**config.mk**
```make
export PLATFORM = sky130hd
export DESIGN_NAME = return_addr_stack
export DESIGN_NICKNAME = d
export VERILOG_FILES = /design/src/rtl/return_addr_stack.sv
export SDC_FILE = /design/constraint.sdc
export NUM_CORES = 1
export LEC_CHECK = 0
export ABC_AREA = 1
export BUFFER_PORTS_ARGS = -buffer_cell sky130_fd_sc_hd__buf_2
export CORE_MARGIN = 2
export CORE_UTILIZATION = 64
export DETAILED_ROUTE_END_ITERATION = 7
export PLACE_DENSITY_LB_ADDON = 0.05
export SLEW_MARGIN = 5
export SYNTH_ARGS = -nofsm -noshare
export SYNTH_HDL_FRONTEND = slang
export SYNTH_SLANG_ARGS = --single-unit
```
**constraint.sdc**
```tcl
create_clock -name clk -period 7 [get_ports clk]
set_input_delay 0 -clock clk [delete_from_list [all_inputs] [get_ports clk]]
set_output_delay 0 -clock clk [all_outputs]
set_load 0.005 [all_outputs]
```
**src/rtl/return_addr_stack.sv**
```systemverilog
// Return-address stack: JAL pushes its return PC, a stop-bit return pops it,
// and top_addr gives the front end its predicted return target.
// The pointer (sp/count) can be checkpointed and restored for flush recovery;
// the storage itself is never checkpointed.
module return_addr_stack #(
  parameter int ADDR_W    = 32,
  parameter int DEPTH     = 8,
  parameter bit WRAP_MODE = 1'b1
) (
  input  logic                       clk,
  input  logic                       reset,
  input  logic                       push,
  input  logic [ADDR_W-1:0]          push_addr,
  input  logic                       pop,
  input  logic                       ckpt_save,
  input  logic                       ckpt_restore,
  input  logic                       err_clr,
  output logic [ADDR_W-1:0]          top_addr,
  output logic                       top_valid,
  output logic                       empty,
  output logic                       full,
  output logic [$clog2(DEPTH):0]     count,
  output logic                       overflow_err,
  output logic                       underflow_err
);

  localparam int PTR_W = $clog2(DEPTH);
  localparam int CNT_W = PTR_W + 1;
  localparam logic [CNT_W-1:0] FULL_CNT = CNT_W'(DEPTH);

  logic [ADDR_W-1:0] mem_q [DEPTH];
  logic [PTR_W-1:0]  sp_q, sp_d;
  logic [CNT_W-1:0]  count_q, count_d;
  logic [PTR_W-1:0]  ckpt_sp_q, ckpt_sp_d;
  logic [CNT_W-1:0]  ckpt_count_q, ckpt_count_d;
  logic              ovf_q, ovf_d;
  logic              unf_q, unf_d;

  logic              is_empty, is_full;
  logic [PTR_W-1:0]  sp_top;
  logic              wr_en;
  logic [PTR_W-1:0]  wr_idx;
  logic              ovf_ev, unf_ev;

  assign is_empty = (count_q == '0);
  assign is_full  = (count_q == FULL_CNT);
  assign sp_top   = sp_q - PTR_W'(1);

  // Next-state for pointer, count, checkpoint, error flags and the storage write
  always_comb begin
    sp_d         = sp_q;
    count_d      = count_q;
    ckpt_sp_d    = ckpt_sp_q;
    ckpt_count_d = ckpt_count_q;
    wr_en        = 1'b0;
    wr_idx       = sp_q;
    ovf_ev       = 1'b0;
    unf_ev       = 1'b0;

    if (ckpt_restore) begin
      // Restore wins over push/pop/save in the same cycle.
      sp_d    = ckpt_sp_q;
      count_d = ckpt_count_q;
    end else begin
      if (push && pop && !is_empty) begin
        // Replace the top entry; pointer and count stay put.
        wr_en  = 1'b1;
        wr_idx = sp_top;
      end else if (push) begin
        if (!is_full) begin
          wr_en   = 1'b1;
          sp_d    = sp_q + PTR_W'(1);
          count_d = count_q + CNT_W'(1);
        end else begin
          ovf_ev = 1'b1;
          if (WRAP_MODE) begin
            // Overwrite the oldest entry; count stays at DEPTH.
            wr_en = 1'b1;
            sp_d  = sp_q + PTR_W'(1);
          end
        end
      end else if (pop) begin
        if (!is_empty) begin
          sp_d    = sp_top;
          count_d = count_q - CNT_W'(1);
        end else begin
          unf_ev = 1'b1;
        end
      end

      // Snapshot reflects this cycle's push/pop.
      if (ckpt_save) begin
        ckpt_sp_d    = sp_d;
        ckpt_count_d = count_d;
      end
    end

    // Error set wins over a same-cycle clear.
    ovf_d = (ovf_q & ~err_clr) | ovf_ev;
    unf_d = (unf_q & ~err_clr) | unf_ev;

    if (reset) wr_en = 1'b0;
  end

  // Pointer, count, checkpoint and sticky flag registers with synchronous reset
  always_ff @(posedge clk) begin
    if (reset) begin
      sp_q         <= '0;
      count_q      <= '0;
      ckpt_sp_q    <= '0;
      ckpt_count_q <= '0;
      ovf_q        <= 1'b0;
      unf_q        <= 1'b0;
    end else begin
      sp_q         <= sp_d;
      count_q      <= count_d;
      ckpt_sp_q    <= ckpt_sp_d;
      ckpt_count_q <= ckpt_count_d;
      ovf_q        <= ovf_d;
      unf_q        <= unf_d;
    end
  end

  // Storage array; deliberately not cleared by reset
  always_ff @(posedge clk) begin
    if (wr_en) mem_q[wr_idx] <= push_addr;
  end

  assign top_addr      = is_empty ? '0 : mem_q[sp_top];
  assign top_valid     = !is_empty;
  assign empty         = is_empty;
  assign full          = is_full;
  assign count         = count_q;
  assign overflow_err  = ovf_q;
  assign underflow_err = unf_q;

endmodule

```
==> flow_summary.toml <==
[status]
outcome = "finished clean"

[clocking]
cts_root_buf = "clkbuf_16"
cts_buffer_depth = 3
cts_tree = "done"
cts_max_level = 1
clk-insertion-delay-late_ps = 530
post_cts_resized = 0
cts_sinks = 272
clk_pin_slew_ps = 60
cts_buffers = 27

[placed_design]
place.gp.congestion = 0.793
placed_area_um2 = 11500
io_buffer_count = 79
dp_hpwl_um = 12200
dpl.cell_count = 1142

[layout]
design_area_um2 = 12800
fin_util = 0.765
final_cells = 1231
filler_cell_count = 1053
nets = 1034
syn_to_final_growth_pct = 16.4
drive_gt1_frac = 0.145
antenna_cells = 0

[synthesis]
synth.distinct_cells = 30
synth.top_cell.area_share = 0.700
avgSynthCellArea_um2 = 12.3
synthArstFlopShare = 0
yosys-top-cells-count = "256 x edfxtp_1, 205 x nor2_1, 118 x o21ai_0"
yosys-top-cells-area = "edfxtp_1 70%, nor2_1 7.0%, o21ai_0 5.4%"
syn-instance-count = 895
yosys.area.top_type = "edfxtp_1"
synthesis.nets = 938
synth_most_common_cell = "edfxtp_1"
syn-cell-area_um2 = 11000
ys.flop_type = "edfxtp_1"
synth_seq_cells = 272
synth_edf_count = 256
ys_seq_area_frac = 0.730
yosys_warnings = 0

[timing]
maxSlewViolCount = 0
fin_skew_ps = 21.4
final-hold-violation-count = 0
post-route-period-util = 0.597
grt_setup_unrepaired = "no"
fmax_ghz = 0.239
setup-tns-final_ps = 0
period_needed_ps = 4180
tightest_slew_ps = 1160
finalSetupViolations = 0
relSlewSlack = 0.222

[floorplanning]
die_h_um = 135
start_util = 0.657
ios = 80
die_x_um = 135
coreArea_um2 = 16700
dieArea_um2 = 18200
placementRows = 47

[critical_path]
crit_required_ps = 7140
crit_slowest_cell = "xor2_4"
reg2reg_depth = 7
critPathMaxStageDelay_ps = 900
cp_max_fo = 69
start_kind = "register"
path_cells = "inv_4 -> ha_2 -> xor2_4 -> inv_1 -> nand2_1 -> nand3_1 -> nor2_4"
crit_arrival_ps = 4320
r2r_end = "mem_q[4][22]"
r2r-start = "sp_q[0]"
rrSetupSlack_ps = 2820
critical_path_class = "register to register"
crit_path_end_kind = "register"

[power]
power_frac_seq = 0.481
p_per_area_nw_per_um2 = 296
clock_power_share = 0.387
switchingPower_uw = 914
ir_worst_vdd_uv = 239
p_leak_nw = 4.51
power_frac_comb = 0.132
intPower_mw = 2.86
power_switching_share = 0.242

[hold_path]
worstHoldEndpoint = "sp_q[1]"
holdCritPathClass = "input port to register"
hold_depth = 4
min_from = "pop"

[detailed_routing]
drt-vias-per-instance = 6.00
drt_pre_antenna_iters = 5
drc = 0
routedWlPerCell_um = 18.9
vias = 7387
drtIter0Drc = 679
routed_wl_um = 23300
ant_nets = 0

[grt]
grt-ovfl-total = 0
grt_usage = 0.258
grt_pass1_wl_um = 36800
grt_pass1_vias = 7418
grt_max_degree = 93
antenna_found_initial = 0

[job]
maxCapViolCount = 0
## area by class of cell
type | count | area (um2) | area share
well taps | 220 | 275 | 0.0216
repair buffers | 124 | 833 | 0.0652
clock buffers | 31 | 691 | 0.0541
multi-input cells | 538 | 2640 | 0.207
flip-flops and latches | 272 | 8010 | 0.627
clock inverters | 18 | 210 | 0.0165
inverters | 28 | 108 | 0.00842
## stage by stage
step                hold slack [ps]  setup WS (ps)  power, mW
floorplan                      98.9           3430       2.16
global placement                264           3100       2.31
detailed placement              274           2940       2.33
CTS                            70.7           2910       3.78
global route                    121           2580       3.90
finish                         92.5           2820       3.78
## how the worst max path moves through the flow
stage / to / start / slack, ps / cells after the start
after global placement: mem_q[6][15] / sp_q[0] / 3100 / 7
after global routing: mem_q[7][22] / sp_q[0] / 2580 / 7
after floorplan: mem_q[4][0] / sp_q[0] / 3430 / 11
after detailed placement: mem_q[4][17] / sp_q[0] / 2940 / 7
final: mem_q[4][22] / sp_q[0] / 2820 / 7
after CTS: mem_q[7][23] / sp_q[0] / 2910 / 7
## cells in the final DEF (no fill, tap or decap), types with 2 or more instances in the layout
cell type,instances
edfxtp_1,256
nor2_1,197
o21ai_0,118
buf_2,79
o22ai_1,64
o21ai_1,56
nand2_1,42
dlygate4sd3_1,40
clkbuf_16,27
inv_1,22
a21oi_1,18
dfxtp_1,15
nand3_1,10
nor2_4,8
nand4_1,8
clkinv_1,7
inv_2,5
clkinv_2,5
bufinv_16,5
buf_4,5
clkbuf_1,4
ha_1,3
nand2_2,2
nor3_1,2
o21ai_2,2
## repair_timing
action                    CTS  global route
hold buffers               40             0
hold endpoints to repair  271             0
setup buffers               0             0
## power by group through the flow
| stage | registers (mW) | clock network [mW] | logic (mW) |
|---|---|---|---|
| global placement | 1.85 | 0 | 0.457 |
| CTS | 1.82 | 1.47 | 0.496 |
| global route | 1.82 | 1.53 | 0.557 |
| detailed placement | 1.85 | 0 | 0.474 |
| floorplan | 1.85 | 0 | 0.310 |
| finish | 1.82 | 1.46 | 0.499 |
## metal layers
layer | vias to the layer above | GRT usage | routed length (um)
met4 | 0 | 0.0845 | 554
met1 | 3558 | 0.337 | 9520
met2 | 320 | 0.444 | 11600
met3 | 55 | 0.0454 | 1630
li1 | 3454 | - | -
met5 | - | 0 | 0
## worst max-delay path: cells and delay by family (launching register included)
family	cells	cell delay (ps)
buffers and inverters	2	760
adder cells (fa/ha/maj)	1	360
flip-flops	1	470
XOR/XNOR	1	900
AND/OR/NAND/NOR	3	1240
## kinds of logic (layout without fill, tap and decap cells)
| group | Yosys count | after routing | share of synthesized area |
|---|---|---|---|
| xor gates and xnor gates | 2 | 2 | 0.00228 |
| buffers and inverters | 85 | 201 | 0.0361 |
| and+or+nand+nor | 273 | 273 | 0.101 |
| adders and majority gates | 4 | 4 | 0.00456 |
| DFF | 272 | 272 | 0.730 |
| AOI/OAI and AO/OA | 259 | 259 | 0.126 |
## state kept, by name, summed over array words and instances, names as in the netlist
name and flops:
ckpt_count_q 4, ckpt_sp_q 3, count 4, mem_q 256, overflow_err 1, sp_q 3, underflow_err 1
(Power assumes the default switching activity.)
